$ cat src/rtl/mips_cpu_load_store_unit.sv
// mips_cpu_load_store_unit
//
// Purpose: runs the data-memory access for one MIPS load/store instruction
// as an Avalon-MM master. It steers byte lanes, replicates sub-word stores,
// sign/zero-extends sub-word loads and merges LWL/LWR results with the old
// rt value. The pipeline is held on stall until the bus access completes.
//
// Ports:
//   clk, reset        clock and synchronous active-high reset
//   req_read/write    load / store request from the decoder (read wins)
//   req_byte_enable   access size: 0001 byte, 0011 half, 1111 word
//   req_signed        sign-extend sub-word loads
//   req_lwlr          11 LWL, 10 LWR, 0x normal access
//   req_addr          byte address from the ALU
//   req_wdata         store data, or old rt value for LWL/LWR
//   avm_*             Avalon-MM master port (waitrequest flow control)
//   stall             holds the pipeline while the access is in flight
//   load_data         formatted load result
//   load_valid        one-cycle pulse when load_data is new
//   addr_error        one-cycle pulse for a rejected misaligned access
//   bus_error         one-cycle pulse when the bus timeout aborts an access
module mips_cpu_load_store_unit #(
  parameter int BUS_TIMEOUT = 0
) (
  input  logic        clk,
  input  logic        reset,
  input  logic        req_read,
  input  logic        req_write,
  input  logic [3:0]  req_byte_enable,
  input  logic        req_signed,
  input  logic [1:0]  req_lwlr,
  input  logic [31:0] req_addr,
  input  logic [31:0] req_wdata,
  output logic [31:0] avm_address,
  output logic        avm_read,
  output logic        avm_write,
  output logic [3:0]  avm_byteenable,
  output logic [31:0] avm_writedata,
  input  logic [31:0] avm_readdata,
  input  logic        avm_waitrequest,
  output logic        stall,
  output logic [31:0] load_data,
  output logic        load_valid,
  output logic        addr_error,
  output logic        bus_error
);

  typedef enum logic [1:0] {
    IDLE  = 2'd0,
    BUS   = 2'd1,
    RDATA = 2'd2,
    DONE  = 2'd3
  } state_t;

  localparam logic [1:0]  SZ_BYTE       = 2'd0;
  localparam logic [1:0]  SZ_HALF       = 2'd1;
  localparam logic [1:0]  SZ_WORD       = 2'd2;
  localparam logic [31:0] TIMEOUT_LIMIT = 32'(BUS_TIMEOUT);

  state_t      state_q, state_d;
  logic [31:0] addr_q, addr_d;
  logic [1:0]  off_q, off_d;
  logic [1:0]  size_q, size_d;
  logic        signed_q, signed_d;
  logic [1:0]  lwlr_q, lwlr_d;
  logic        is_read_q, is_read_d;
  logic [31:0] rt_q, rt_d;
  logic [3:0]  byteen_q, byteen_d;
  logic [31:0] wdata_q, wdata_d;
  logic        read_q, read_d;
  logic        write_q, write_d;
  logic [31:0] cnt_q, cnt_d;
  logic [31:0] load_data_q, load_data_d;
  logic        load_valid_q, load_valid_d;
  logic        addr_error_q, addr_error_d;
  logic        bus_error_q, bus_error_d;

  logic        req_any;
  logic        req_is_lwlr;
  logic        req_misaligned;
  logic [1:0]  req_off;
  logic [1:0]  req_size;
  logic [3:0]  req_lanes;
  logic [31:0] req_steered;

  // Little-endian extraction and merge. LWL shifts the low memory bytes up
  // into the top of the register; LWR shifts the high memory bytes down.
  // In both cases the bytes not supplied by memory come from the old rt.
  function automatic logic [31:0] format_load(
    input logic [31:0] w,
    input logic [31:0] rt,
    input logic [1:0]  off,
    input logic [1:0]  size,
    input logic [1:0]  lwlr,
    input logic        sgn
  );
    logic [4:0]  sh_lo;
    logic [4:0]  sh_hi;
    logic [31:0] lane;
    logic [31:0] res;
    sh_lo = {off, 3'b000};
    sh_hi = {~off, 3'b000};
    lane  = w >> sh_lo;
    if (lwlr == 2'b11) begin
      res = (w << sh_hi) | (rt & ~(32'hFFFF_FFFF << sh_hi));
    end else if (lwlr == 2'b10) begin
      res = lane | (rt & ~(32'hFFFF_FFFF >> sh_lo));
    end else begin
      case (size)
        SZ_BYTE: res = {{24{sgn & lane[7]}}, lane[7:0]};
        SZ_HALF: res = {{16{sgn & lane[15]}}, lane[15:0]};
        default: res = w;
      endcase
    end
    return res;
  endfunction

  // Request decode: size, alignment check, lane enables and store data.
  // LWL/LWR are always full-word bus reads, so they never misalign.
  always_comb begin
    req_any     = req_read | req_write;
    req_off     = req_addr[1:0];
    req_is_lwlr = req_read & req_lwlr[1];
    if (req_is_lwlr) begin
      req_size = SZ_WORD;
    end else begin
      case (req_byte_enable)
        4'b0001: req_size = SZ_BYTE;
        4'b0011: req_size = SZ_HALF;
        default: req_size = SZ_WORD;
      endcase
    end
    case (req_size)
      SZ_BYTE: req_misaligned = 1'b0;
      SZ_HALF: req_misaligned = req_off[0];
      default: req_misaligned = !req_is_lwlr && (req_off != 2'b00);
    endcase
    case (req_size)
      SZ_BYTE: begin
        req_lanes   = 4'b0001 << req_off;
        req_steered = {4{req_wdata[7:0]}};
      end
      SZ_HALF: begin
        req_lanes   = 4'b0011 << req_off;
        req_steered = {2{req_wdata[15:0]}};
      end
      default: begin
        req_lanes   = 4'b1111;
        req_steered = req_wdata;
      end
    endcase
  end

  always_ff @(posedge clk) begin
    if (reset) begin
      state_q      <= IDLE;
      addr_q       <= '0;
      off_q        <= '0;
      size_q       <= SZ_BYTE;
      signed_q     <= 1'b0;
      lwlr_q       <= '0;
      is_read_q    <= 1'b0;
      rt_q         <= '0;
      byteen_q     <= '0;
      wdata_q      <= '0;
      read_q       <= 1'b0;
      write_q      <= 1'b0;
      cnt_q        <= '0;
      load_data_q  <= '0;
      load_valid_q <= 1'b0;
      addr_error_q <= 1'b0;
      bus_error_q  <= 1'b0;
    end else begin
      state_q      <= state_d;
      addr_q       <= addr_d;
      off_q        <= off_d;
      size_q       <= size_d;
      signed_q     <= signed_d;
      lwlr_q       <= lwlr_d;
      is_read_q    <= is_read_d;
      rt_q         <= rt_d;
      byteen_q     <= byteen_d;
      wdata_q      <= wdata_d;
      read_q       <= read_d;
      write_q      <= write_d;
      cnt_q        <= cnt_d;
      load_data_q  <= load_data_d;
      load_valid_q <= load_valid_d;
      addr_error_q <= addr_error_d;
      bus_error_q  <= bus_error_d;
    end
  end

  always_comb begin
    state_d      = state_q;
    addr_d       = addr_q;
    off_d        = off_q;
    size_d       = size_q;
    signed_d     = signed_q;
    lwlr_d       = lwlr_q;
    is_read_d    = is_read_q;
    rt_d         = rt_q;
    byteen_d     = byteen_q;
    wdata_d      = wdata_q;
    read_d       = read_q;
    write_d      = write_q;
    cnt_d        = cnt_q;
    load_data_d  = load_data_q;
    load_valid_d = 1'b0;
    addr_error_d = 1'b0;
    bus_error_d  = 1'b0;

    case (state_q)
      IDLE: begin
        if (req_any) begin
          if (req_misaligned) begin
            addr_error_d = 1'b1;
          end else begin
            addr_d    = {req_addr[31:2], 2'b00};
            off_d     = req_off;
            size_d    = req_size;
            signed_d  = req_signed;
            lwlr_d    = req_is_lwlr ? req_lwlr : 2'b00;
            is_read_d = req_read;
            rt_d      = req_wdata;
            byteen_d  = req_lanes;
            wdata_d   = req_steered;
            read_d    = req_read;
            write_d   = !req_read;
            cnt_d     = '0;
            state_d   = BUS;
          end
        end
      end
      BUS: begin
        if (!avm_waitrequest) begin
          read_d  = 1'b0;
          write_d = 1'b0;
          cnt_d   = '0;
          state_d = is_read_q ? RDATA : DONE;
        end else begin
          cnt_d = cnt_q + 32'd1;
          // Abort on the cycle the count of stalled cycles hits the limit.
          if ((BUS_TIMEOUT != 0) && (cnt_d == TIMEOUT_LIMIT)) begin
            read_d      = 1'b0;
            write_d     = 1'b0;
            cnt_d       = '0;
            bus_error_d = 1'b1;
            state_d     = DONE;
          end
        end
      end
      RDATA: begin
        load_data_d  = format_load(avm_readdata, rt_q, off_q, size_q,
                                   lwlr_q, signed_q);
        load_valid_d = 1'b1;
        state_d      = DONE;
      end
      default: begin
        state_d = IDLE;
      end
    endcase
  end

  // Stall is combinational in IDLE so the request cycle itself is held.
  always_comb begin
    stall = ((state_q == IDLE) && req_any && !req_misaligned) ||
            (state_q == BUS) || (state_q == RDATA);
    avm_address    = addr_q;
    avm_read       = read_q;
    avm_write      = write_q;
    avm_byteenable = byteen_q;
    avm_writedata  = wdata_q;
    load_data      = load_data_q;
    load_valid     = load_valid_q;
    addr_error     = addr_error_q;
    bus_error      = bus_error_q;
  end

endmodule
$ cat config.mk
export PLATFORM = sky130hd
export DESIGN_NAME = mips_cpu_load_store_unit
export DESIGN_NICKNAME = d
export VERILOG_FILES = /design/src/rtl/mips_cpu_load_store_unit.sv
export SDC_FILE = /design/constraint.sdc
export NUM_CORES = 1
export LEC_CHECK = 0
export ABC_AREA = 1
export CAP_MARGIN = 20
export CORE_UTILIZATION = 30
export CTS_CLUSTER_DIAMETER = 30
export DETAILED_ROUTE_END_ITERATION = 7
export GPL_TIMING_DRIVEN = 1
export PLACE_DENSITY = 0.61
export SLEW_MARGIN = 20
export SYNTH_ARGS = -nofsm -noshare
export SYNTH_HDL_FRONTEND = slang
export SYNTH_SLANG_ARGS = --single-unit
$ cat constraint.sdc
create_clock -name clk -period 3.3 [get_ports clk]
set_input_delay 0.66 -clock clk [delete_from_list [all_inputs] [get_ports clk]]
set_output_delay 0.66 -clock clk [all_outputs]
set_load 0.005 [all_outputs]
* After elaboration in Yosys (flattened, before gate mapping)
Cells that the tools add are included.
** Operators by class
- Bitwise operators :: 14
- Muxes and demuxes :: 23
- Equal/unequal tests :: 11
- Reduce and logical (&&, ||, !) cells :: 17
- Shifts and indexed selects :: 6
** Operator list (number)
- 32-bit case mux with 2 select lines :: 2
- 32-bit AND :: 2
- 32-bit 2-to-1 mux :: 2
- 32-bit inverter :: 2
- 32-bit bitwise OR :: 2
- 32-bit by 5-bit left shift with 32-bit output :: 1
- 32-bit by 5-bit left shift with 32-bit output, first input constant :: 1
- 32-bit by 5-bit right shift with 32-bit output :: 1
- 32-bit by 5-bit right shift with 32-bit output, first input constant :: 1
- 2-bit 2-to-1 mux :: 5
- 1-bit 2-to-1 mux :: 8
- 4-bit case mux with 2 select lines :: 1
- 2-bit by 1-bit == test with 1-bit output, second input constant :: 3
- 2-bit == test, second input constant :: 3
- 2-bit zero test :: 3
- 2-bit != test, second input constant :: 3
- 1-bit case mux with 2 select lines :: 3
- 2-bit case mux with 3 select lines :: 1
- 3-bit AND reduction :: 2
- 4-bit by 1-bit == test with 1-bit output, second input constant :: 1
- 4-bit by 2-bit == test with 1-bit output, second input constant :: 1
- 2-bit case mux with 2 select lines :: 1
- 4-bit AND reduction :: 1
- 2-bit nonzero test :: 2
- other kinds (10) :: 19
** Word-level totals
- Logic and storage cells :: 86
- Output and inout port bits :: 106
- Register bits :: 144
- Input port bits :: 108

* Longest topological paths before layout
Gate-level depths: netlist (run 1).
- Depth after elaboration :: 9
- Gate-level depth with buffers :: 13
- Mapped depth without buffers :: 11

* Least setup slack after synthesis (run 1)
OpenSTA, ideal clock, no wires.
- Path type :: input -> output
- Start :: input port req_byte_enable[3]
- End :: output port stall
- Required time :: 2640 ps
- Cell stages on the path :: 10
- Setup slack :: 1014 ps
- Buffers on the path :: 2
- Arrival time :: 1626 ps
- Cells stage by stage :: nor2_2 -> nand3_4 -> inv_2 -> nand2_2 -> nand2_1 -> inv_2 -> nand2_2 -> buf_4 -> buf_2 -> nand3_1
** Between the ends
- Cells in the longest elaborated chain, start to end :: 9
- Elaborated cells on any way between the ends :: 11
- Those cells by class :: eq/ne (3); mux (3); reduce/logical (5)
** RTL lines
- start: declaration :: line 29 : input logic [3:0] req_byte_enable,
- 4-bit by 2-bit == test with 1-bit output / 4-bit by 1-bit == test with 1-bit output (equally long branches) :: line 127 : case (req_byte_enable)
- 2-bit case mux with 2 select lines (*) :: line 127
- 2-bit 2-to-1 mux (*) :: line 124 : if (req_is_lwlr) begin
- 2-bit by 1-bit == test with 1-bit output / 2-bit zero test (equally long branches) :: line 133 : case (req_size)
- 1-bit case mux with 2 select lines (*) :: line 133
- 1-bit zero test (*) :: line 267 : stall = ((state_q == IDLE) && req_any && !req_misaligned) ||
- 1-bit logical AND (*) :: line 267
- 1-bit logical OR (*) :: line 267
- 1-bit logical OR (*) :: line 268 : (state_q == BUS) || (state_q == RDATA);
- end: declaration :: line 41 : output logic stall,
Mark *: on every way between the ends. The rest lies on a longest branch, timed or not.

* Worst setup path in the final report (run 1)
- Start :: input port req_read
- End :: output port stall
** Between the ends
- Cells in the longest elaborated chain, start to end :: 8
- Elaborated cells on any way between the ends :: 13
- Those cells by class :: eq/ne (1); mux (2); bitwise (2); reduce/logical (8)
** RTL lines
- start: declaration :: line 27 : input logic req_read,
- 1-bit AND :: line 123 : req_is_lwlr = req_read & req_lwlr[1];
- 2-bit 2-to-1 mux / 1-bit zero test (equally long branches) :: line 124, 136
- 2-bit by 1-bit == test with 1-bit output (tied with other cells) :: line 133
- 1-bit case mux with 2 select lines :: line 133
- 1-bit zero test :: line 267
- 1-bit logical AND (*) :: line 267
- 1-bit logical OR (*) :: line 267
- 1-bit logical OR (*) :: line 268
Marks and branches as above.

==> results.md, run 1 <==
- Fill cells: 2546
- Area of the multi-input gates: 3850 um2
- Row cnt: 56
- CTS tree: built
- PortBufs: 210
- CTS H-tree depth: 4
- Initial drt markers: 683
- Power density cells: 650 nW/um2
- Max-cap violations: 0
- Avg Cell Area, Syn: 6.33 um2
- Initial antenna violation count: 1
- Vias in the first global route: 7737
- Setup ws final: 237 ps
- Final wirelength: 28000 um
- Switching share of power: 0.359
- Worst slew pin tran: 967 ps
- Nets: 1422
- Critical-path cell list: clkdlybuf4s50_1 > nand2_2 > inv_1 > nor2_1 > nand2_1 > nand2_1 > inv_2 > nand2_4 > nand3_1 > clkdlybuf4s50_1
- Final Skew: 8.47 ps
- Crit share post-route: 0.928
- R2R Setup Slk: 740 ps
- Critical path buffer and inverter count: 4
- Vias/cell: 5.03
- FMAX: 0.327 GHz
- Drt first pass iters: 5
- Clock-pin slew on the worst setup and hold paths: 60 ps
- Synth Register Bits: 136
- Crit end category: primary output
- Rel. slew slack: 0.353
- Post-synthesis cell count: 1143
- RSZ-0062 raised after global routing: false
- Pre-CTS setup slack: 174 ps
- WP data required: 2640 ps
- Fin crit period: 3060 ps
- Gr usage total: 0.227
- Num ports: 214
- Full die area: 24800 um2
- Final setup fails: 0
- Final Cell Area: 10100 um2
- Part of the Yosys area used for sequential elements: 0.376
- Worst path arrival time: 2400 ps
- CTS sink count: 136
- FF/Latch Area: 2720 um2
- Max IR drop VDD: 0.338 mV
- Clock network power share: 0.310
- Worst path max stage delay: 540 ps
- CTS Buf Count: 17
- Logic pwr share: 0.361
- Total gr overflow: 0
- Largest net degree at the start of global routing: 101
- Path type of the worst setup path: primary input to primary output
- P_sw: 2.36 mW
- Layout cells sized above 1: 0.0514
- Lkg Pwr: 4.06 nW
- Core ar.: 23500 um2
- DP Cell Count: 1610
- Avg WL per Cell: 17.1 um
- Status: finished, final reports clean
- Crit start category: primary input
- Placer Congestion: 0.908
- Seq pwr share: 0.330
- First-pass GRT wire length: 42900 um
- Commonest non-fill, non-tap cells in the layout: nand2_1 (441), clkdlybuf4s50_1 (209), a21oi_1 (167), dfxtp_1 (136), o21ai_0 (83)
- CP top delay family: buffers and inverters
- Initial Util: 0.308
- Crit Path Max Fanout: 5
- DP HPWL: 20200 um
- Post-DP Area: 9480 um2
- Commonest non-fill, non-tap cell in the layout: nand2_1
- Via count: 8267
- Clock Tree Buf Depth: 2
- Synth-to-layout area growth: 39.5%
- Setup TNS: 0 ps
- Drc violations: 0
- Final instance count without filler cells: 1642
- Fin. Hold Viols: 0
- Slowest-stage cell, CP: clkdlybuf4s50_1
- CTS Hold Bufs: 0
- Syn. warnings: 0
- Die Wd: 157 um
- Antenna Cells: 0
- Clk_lat worst skew: 430 ps
- Die height: 157 um
- Clock root cell: clkbuf_16
- Hold Worst Slack: 462 ps
- HP Class: flop to flop
- Synth cell types: 29
- Post-DRT Antenna Nets: 0
- Max-slew violations: 0
- Pint: 4.21 mW
- Synthesized area: 7240 um2
[cells in the mapped netlist]
library cell  number  area share
a21oi_1          167        0.12
a31oi_1            1     0.00086
buf_1              4      0.0021
buf_2             27       0.019
buf_4             14       0.015
buf_6              7       0.011
clkbuf_1          34       0.018
clkinv_1           1     0.00052
conb_1             1     0.00052
dfxtp_1          136        0.38
ha_1               4      0.0069
inv_1             54       0.028
inv_2              5      0.0026
nand2_1          441        0.23
nand2_2            4      0.0035
nand3_1           59       0.041
nand3_2            1      0.0014
nand3_4            1      0.0024
nand4_1            3      0.0026
nor2_1            58       0.030
nor2_2             1     0.00086
nor3_1             3      0.0021
nor3b_1            1      0.0010
nor4_1             1     0.00086
o211ai_1          26       0.027
o21ai_0           83       0.057
o21bai_1           1      0.0010
o2bb2ai_1          4      0.0048
or2_2              1     0.00086
[metrics by stage]
step            util  total power [mW]
4_1_cts        0.429              6.61
3_3_place_gp   0.403              4.55
6_report       0.429              6.57
2_1_floorplan      -              3.51
5_1_grt        0.429              6.97
3_5_place_dp   0.403              4.56
[per-layer routing]
metal  global-route usage  up-vias  wire [um]
met1                0.302     3800      12200
li1                     -     4043          -
met4               0.0735        0        534
met5                    0        -          0
met2                0.349      380      12400
met3               0.0680       44       2870
[power groups by stage]
stage	logic [mW]	clock network, mW	registers (mW)
after floorplan	1.35	0	2.16
after CTS	2.38	2.07	2.17
after global placement	2.35	0	2.20
after detailed placement	2.36	0	2.20
final	2.37	2.03	2.17
after global routing	2.63	2.13	2.20
[path summary, 6_finish.rpt]
kind         cells after the start      endpoint       from
max                             10         stall   req_read
min                              2     is_read_q  is_read_q
max reg2reg                      7  load_data[5]  lwlr_q[1]
min reg2reg                      2     is_read_q  is_read_q
[final cells by class]
cell class / count / share of cell area
timing repair buffer: 232 / 0.227
clock buffer: 18 / 0.0425
clock inverter: 14 / 0.0185
multi-input combinational: 863 / 0.381
sequential: 136 / 0.270
inverter: 60 / 0.0223
tap: 319 / 0.0395
[worst register-to-register path, delay by kind of cell (launching register included)]
family | cells | cell delay [ps]
flops | 1 | 470
simple gates | 2 | 800
buf+inv | 3 | 730
compound gates | 2 | 440
[logic make-up after synthesis]
family          count (synthesis)  synth area share
simple gates                  574             0.315
other cells                     1          0.000518
buf+inv                       146            0.0949
fa+ha+maj                       4           0.00691
flops                         136             0.376
compound gates                282             0.207
[what timing repair did]
action                                  in CTS  in global routing
gates resized for setup                      0                  1
setup buffers                                0                  0
endpoints found under the setup margin       0                  1
[state kept, by name, indices dropped and copies added, names as in the netlist, 2 cells and up]
signal	count
avm_writedata	24
avm_address	30
lwlr_q	2
avm_byteenable	4
state_q	2
load_data	32
size_q	2
rt_q	32
off_q	2
Power figures use the tool's default switching activity.
==> run 2: changes to the inputs <==
--- a/config.mk
+++ b/config.mk
@@ -7,11 +7,13 @@
 export LEC_CHECK = 0
 export ABC_AREA = 1
 export CAP_MARGIN = 20
-export CORE_UTILIZATION = 30
+export CELL_PAD_IN_SITES_DETAIL_PLACEMENT = 2
+export CELL_PAD_IN_SITES_GLOBAL_PLACEMENT = 2
+export CORE_UTILIZATION = 26
 export CTS_CLUSTER_DIAMETER = 30
 export DETAILED_ROUTE_END_ITERATION = 7
 export GPL_TIMING_DRIVEN = 1
-export PLACE_DENSITY = 0.61
+export PLACE_DENSITY = 0.91
 export SLEW_MARGIN = 20
 export SYNTH_ARGS = -nofsm -noshare
 export SYNTH_HDL_FRONTEND = slang
==> results.md, run 2 (synthesis gave the netlist of run 1 again) <==
- Status: finished, final reports clean (unchanged)
- Clock network power share: 0.300 (was 0.310)
- P_sw: 2.65 mW (was 2.36 mW)
- Num ports: 214 (unchanged)
- CTS Hold Bufs: 0 (unchanged)
- Commonest non-fill, non-tap cell in the layout: nand2_1 (unchanged)
- Clk_lat worst skew: 450 ps (was 430 ps)
- Max IR drop VDD: 0.247 mV (was 0.338 mV)
- Die Wd: 169 um (was 157 um)
- Row cnt: 60 (was 56)
- Vias/cell: 5.22 (was 5.03)
- Fin. Hold Viols: 0 (unchanged)
- Fin crit period: 3170 ps (was 3060 ps)
- HP Class: flop to flop (unchanged)
- Largest net degree at the start of global routing: 101 (unchanged)
- Initial Util: 0.267 (was 0.308)
- Post-DRT Antenna Nets: 0 (unchanged)
- Setup ws final: 135 ps (was 237 ps)
- Area of the multi-input gates: 3860 um2 (was 3850 um2)
- Pint: 4.12 mW (was 4.21 mW)
- PortBufs: 210 (unchanged)
- Crit Path Max Fanout: 3 (was 5)
- Gr usage total: 0.264 (was 0.227)
- Max-slew violations: 0 (unchanged)
- Initial antenna violation count: 0 (was 1)
- Initial drt markers: 606 (was 683)
- Max-cap violations: 0 (unchanged)
- Crit end category: primary output (unchanged)
- RSZ-0062 raised after global routing: false (unchanged)
- DP HPWL: 25100 um (was 20200 um)
- Full die area: 28500 um2 (was 24800 um2)
- WP data required: 2640 ps (about the same)
- Total gr overflow: 0 (unchanged)
- Avg WL per Cell: 22.2 um (was 17.1 um)
- Setup TNS: 0 ps (unchanged)
- Critical-path cell list: clkdlybuf4s50_1 > inv_1 > nor3_4 > nand2_2 > nand2_2 > nand2_1 > inv_2 > nand2_4 > nand3_2 > clkdlybuf4s50_1 (was clkdlybuf4s50_1 > nand2_2 > inv_1 > nor2_1 > nand2_1 > nand2_1 > inv_2 > nand2_4 > nand3_1 > clkdlybuf4s50_1)
- Drt first pass iters: 5 (unchanged)
- Core ar.: 27100 um2 (was 23500 um2)
- Final instance count without filler cells: 1697 (was 1642)
- Crit start category: primary input (unchanged)
- Clock root cell: clkbuf_16 (unchanged)
- First-pass GRT wire length: 57200 um (was 42900 um)
- Hold Worst Slack: 468 ps (was 462 ps)
- Commonest non-fill, non-tap cells in the layout: nand2_1 (439), clkdlybuf4s50_1 (209), a21oi_1 (167), dfxtp_1 (136), o21ai_0 (83) (was nand2_1 (441), clkdlybuf4s50_1 (209), a21oi_1 (167), dfxtp_1 (136), o21ai_0 (83))
- Via count: 8864 (was 8267)
- Slowest-stage cell, CP: clkdlybuf4s50_1 (unchanged)
- Clock Tree Buf Depth: 2 (unchanged)
- Crit share post-route: 0.959 (was 0.928)
- Vias in the first global route: 9539 (was 7737)
- Antenna Cells: 0 (unchanged)
- FMAX: 0.316 GHz (was 0.327 GHz)
- Placer Congestion: 0.862 (was 0.908)
- FF/Latch Area: 2720 um2 (unchanged)
- CTS Buf Count: 17 (unchanged)
- Synth-to-layout area growth: 40.2% (was 39.5%)
- Power density cells: 666 nW/um2 (was 650 nW/um2)
- Layout cells sized above 1: 0.0558 (was 0.0514)
- Final Skew: 12.1 ps (was 8.47 ps)
- Logic pwr share: 0.377 (was 0.361)
- Switching share of power: 0.391 (was 0.359)
- Clock-pin slew on the worst setup and hold paths: 70 ps (was 60 ps)
- Path type of the worst setup path: primary input to primary output (unchanged)
- Rel. slew slack: 0.267 (was 0.353)
- Total Power: 6.77 mW (was 6.57 mW)
- Final setup fails: 0 (unchanged)
- Pre-CTS setup slack: -57.1 ps (was 174 ps)
- Final wirelength: 37700 um (was 28000 um)
- Seq pwr share: 0.323 (was 0.330)
- CTS sink count: 136 (unchanged)
- CTS tree: built (unchanged)
- DP Cell Count: 1665 (was 1610)
- Worst path max stage delay: 500 ps (was 540 ps)
- CTS H-tree depth: 4 (unchanged)
- Die height: 169 um (was 157 um)
- Drc violations: 0 (unchanged)
- Worst slew pin tran: 1100 ps (was 967 ps)
- Worst path arrival time: 2510 ps (was 2400 ps)
- Lkg Pwr: 4.07 nW (was 4.06 nW)
- Fill cells: 3241 (was 2546)
- Nets: 1425 (was 1422)
-- run 2: stage by stage --
step | area [um2] | util
after floorplan | 7250 | -
after global placement | 9540 | 0.352
after CTS | 10100 | 0.374
after detailed placement | 9540 | 0.352
after global routing | 10200 | 0.375
final | 10200 | 0.375
-- run 2: layout make-up --
class                   instances  area share
multi-input cells             863       0.381
clock inverters                14      0.0160
repair buffers                235       0.225
inverters                      60      0.0222
well taps                     372      0.0458
flip-flops and latches        136       0.268
clock buffers                  17      0.0419
-- run 2: power groups by stage --
stage | sequential [mW] | clock, mW | combinational (mW)
2_1_floorplan | 2.16 | 0 | 1.35
3_3_place_gp | 2.18 | 0 | 2.38
3_5_place_dp | 2.21 | 0 | 2.47
4_1_cts | 2.18 | 2.06 | 2.55
5_1_grt | 2.22 | 2.12 | 2.78
6_report | 2.19 | 2.03 | 2.55
-- run 2: what timing repair did --
item / CTS / global route
pin swaps: 0 / 2
resized for setup: 2 / 3
setup buffers: 0 / 1
endpoints found under the hold margin: 0 / 0
endpoints found under the setup margin: 1 / 1
-- run 2: final timing paths --
check / startpoint / endpoint / slack [ps] / cells after the start
max: req_byte_enable[0] / stall / 130 / 10
min: avm_writedata[10] / avm_writedata[10] / 470 / 2
max reg2reg: state_q[0] / rt_q[20] / 750 / 8
min reg2reg: avm_writedata[10] / avm_writedata[10] / 470 / 2
-- run 2: critical path, delay by kind of cell --
kind	cells	cell delay [ps]
simple gates	6	680
buf+inv	4	1160
-- run 2: layer usage --
metal  vias up  global-route usage  routed length, um
met2       306               0.455              18600
met4         0              0.0858                936
met1      4457               0.323              15900
met3        59              0.0596               2280
met5         -                   0                  0
li1       4042                   -                  -
==> run 3: changes to the inputs <==
--- a/config.mk
+++ b/config.mk
@@ -9,11 +9,13 @@
 export CAP_MARGIN = 20
 export CELL_PAD_IN_SITES_DETAIL_PLACEMENT = 2
 export CELL_PAD_IN_SITES_GLOBAL_PLACEMENT = 2
-export CORE_UTILIZATION = 26
-export CTS_CLUSTER_DIAMETER = 30
+export CORE_ASPECT_RATIO = 0.9
+export CORE_UTILIZATION = 27
+export CTS_BUF_LIST = sky130_fd_sc_hd__clkbuf_4
+export CTS_CLUSTER_DIAMETER = 40
 export DETAILED_ROUTE_END_ITERATION = 7
 export GPL_TIMING_DRIVEN = 1
-export PLACE_DENSITY = 0.91
+export PLACE_DENSITY = 0.93
 export SLEW_MARGIN = 20
 export SYNTH_ARGS = -nofsm -noshare
 export SYNTH_HDL_FRONTEND = slang
==> results.md, run 3 (synthesis gave the netlist of run 1 again) <==
- Clock Tree Buf Depth: 2 (unchanged)
- Placer Congestion: 0.892 (was 0.862)
- Final Cell Area: 9860 um2 (was 10200 um2)
- First-pass GRT wire length: 52900 um (was 57200 um)
- Via count: 8628 (was 8864)
- Commonest non-fill, non-tap cell in the layout: nand2_1 (unchanged)
- Fin. Hold Viols: 0 (unchanged)
- Instance count on the critical path: 9 (was 10)
- Nets: 1425 (unchanged)
- Setup TNS: 0 ps (unchanged)
- Worst r2r src: size_q[1] (was state_q[0])
- Vias/cell: 5.15 (was 5.22)
- Drc violations: 0 (unchanged)
- FMAX: 0.325 GHz (was 0.316 GHz)
- HP Class: flop to flop (unchanged)
- Worst-case reg-to-reg path depth: 8 (unchanged)
- Largest net degree at the start of global routing: 102 (was 101)
- WP data required: 2640 ps (about the same)
- Worst slew pin tran: 969 ps (was 1100 ps)
- CTS tree: built (unchanged)
- Worst path arrival time: 2420 ps (was 2510 ps)
- Reg2reg end: load_data[14] (was rt_q[20])
- P_sw: 2.46 mW (was 2.65 mW)
- Max IR drop VDD: 0.493 mV (was 0.247 mV)
- RSZ-0062 raised after global routing: false (unchanged)
- Synth-to-layout area growth: 36.2% (was 40.2%)
- Total gr overflow: 0 (unchanged)
- Fin crit period: 3080 ps (was 3170 ps)
- Full die area: 27500 um2 (was 28500 um2)
- Final Skew: 27.4 ps (was 12.1 ps)
- Num ports: 214 (unchanged)
- CTS Buf Count: 17 (unchanged)
- Drt first pass iters: 5 (unchanged)
- CTS H-tree depth: 4 (unchanged)
- Max-slew violations: 0 (unchanged)
- Avg WL per Cell: 20.5 um (was 22.2 um)
- Cell mode on critical path: nand2_1
- Crit start category: primary input (unchanged)
- Layout Utilization: 0.376 (was 0.375)
- Core ar.: 26200 um2 (was 27100 um2)
- Clock-pin slew on the worst setup and hold paths: 160 ps (was 70 ps)
- Crit end category: primary output (unchanged)
- Gr usage total: 0.250 (was 0.264)
- Status: finished, final reports clean (unchanged)
- Lkg Pwr: 3.96 nW (was 4.07 nW)
- Initial Util: 0.276 (was 0.267)
- Pre-CTS setup slack: 230 ps (was -57.1 ps)
- Pint: 3.49 mW (was 4.12 mW)
- Post-DP Area: 9550 um2 (was 9540 um2)
- Post-DRT Antenna Nets: 0 (unchanged)
- CP top delay family: buffers and inverters (unchanged)
- Final setup fails: 0 (unchanged)
- Logic pwr share: 0.424 (was 0.377)
- Hold Startpoint: avm_address[10] (was avm_writedata[10])
- Vias in the first global route: 9425 (was 9539)
- Row cnt: 56 (was 60)
- Worst path max stage delay: 520 ps (was 500 ps)
- Rel. slew slack: 0.353 (was 0.267)
- Switching share of power: 0.413 (was 0.391)
- PortBufs: 210 (unchanged)
- Layout cells sized above 1: 0.0535 (was 0.0558)
- Final wirelength: 34300 um (was 37700 um)
- Crit Path Max Fanout: 3 (unchanged)
- DP HPWL: 25600 um (was 25100 um)
- Fill cells: 3156 (was 3241)
- Seq pwr share: 0.366 (was 0.323)
- Clock root cell: clkbuf_4 (was clkbuf_16)
- R2R Setup Slk: 870 ps (was 750 ps)
- Initial antenna violation count: 1 (was 0)
- Initial drt markers: 461 (was 606)
- Critical path buffer and inverter count: 3 (was 4)
- Die Wd: 175 um (was 169 um)
- Cts repair resizes: 0 (was 2)
- Commonest non-fill, non-tap cells in the layout: nand2_1 (441), clkdlybuf4s50_1 (209), a21oi_1 (167), dfxtp_1 (136), o21ai_0 (83) (was nand2_1 (439), clkdlybuf4s50_1 (209), a21oi_1 (167), dfxtp_1 (136), o21ai_0 (83))
- Setup ws final: 223 ps (was 135 ps)
- Path type of the worst setup path: primary input to primary output (unchanged)
- Clock network power share: 0.210 (was 0.300)
- Crit share post-route: 0.932 (was 0.959)
- Die height: 157 um (was 169 um)
- Max-cap violations: 0 (unchanged)
- # Post-CTS Setup Buffers: 0 (unchanged)
- CTS sink count: 136 (unchanged)
- Hold depth: 2 (unchanged)
- Clk_lat worst skew: 580 ps (was 450 ps)
- Critical-path cell list: clkdlybuf4s50_1 > nor3_1 > nand2_1 > nand2_1 > nand2_1 > inv_2 > nand2_4 > nand3_1 > clkdlybuf4s50_1 (was clkdlybuf4s50_1 > inv_1 > nor3_4 > nand2_2 > nand2_2 > nand2_1 > inv_2 > nand2_4 > nand3_2 > clkdlybuf4s50_1)
- Slowest-stage cell, CP: clkdlybuf4s50_1 (unchanged)
- Hold endpoint: avm_address[10] (was avm_writedata[10])
- CTS Hold Bufs: 0 (unchanged)
- Power density cells: 603 nW/um2 (was 666 nW/um2)
run 3: cell count changes in the layout (fill, tap and decap cells not counted), moves of 2 or more:
cell        previous run  this run
buf_4                 26        22
nand2_2                5         3
clkbuf_16             17         0
nand2_1              439       441
clkinvlp_4             3         1
clkbuf_4               0        17
buf_12                 0         3
run 3: cell type report:
class | count | area (um2) | share of cell area
diodes | 1 | 2.50 | 0.000254
clock buffers | 17 | 128 | 0.0129
clock inverters | 15 | 176 | 0.0179
inverters | 60 | 225 | 0.0228
multi-input cells | 863 | 3840 | 0.390
flip-flops and latches | 136 | 2720 | 0.276
well taps | 348 | 435 | 0.0442
repair buffers | 235 | 2330 | 0.236
run 3: power groups by stage:
stage | registers, mW | clock network, mW | logic, mW
floorplan | 2.16 | 0 | 1.35
global placement | 2.20 | 0 | 2.41
detailed placement | 2.21 | 0 | 2.51
CTS | 2.18 | 1.28 | 2.54
global route | 2.21 | 1.34 | 2.78
finish | 2.18 | 1.25 | 2.52
run 3: worst max-delay path by stage:
stage,slack [ps],from,to
final,220,req_byte_enable[2],stall
after global routing,30,state_q[0],stall
after CTS,180,state_q[0],stall
after global placement,290,req_byte_enable[2],stall
after floorplan,1010,req_byte_enable[3],stall
after detailed placement,230,req_byte_enable[2],stall
run 3: through the flow:
step | hold WS [ps] | power [mW] | cells
2_1_floorplan | 441 | 3.51 | 1145
3_3_place_gp | 451 | 4.61 | 1642
3_5_place_dp | 459 | 4.72 | 1642
4_1_cts | 480 | 6.00 | 1674
5_1_grt | 499 | 6.33 | 1675
6_report | 476 | 5.95 | 1675
run 3: layer usage:
layer	up-vias	part of all wire	GRT usage
met4	0	0.028	0.0857
met5	-	0	0
li1	4041	-	-
met2	278	0.49	0.448
met1	4249	0.42	0.286
met3	60	0.064	0.0671
run 3: worst reg2reg max path, delay by kind of cell, from the launching register on:
family                 cells  cell delay [ps]
flip-flops                 1              330
AND/OR/NAND/NOR            2              780
AO/OA/AOI/OAI              2              350
buffers and inverters      4              880
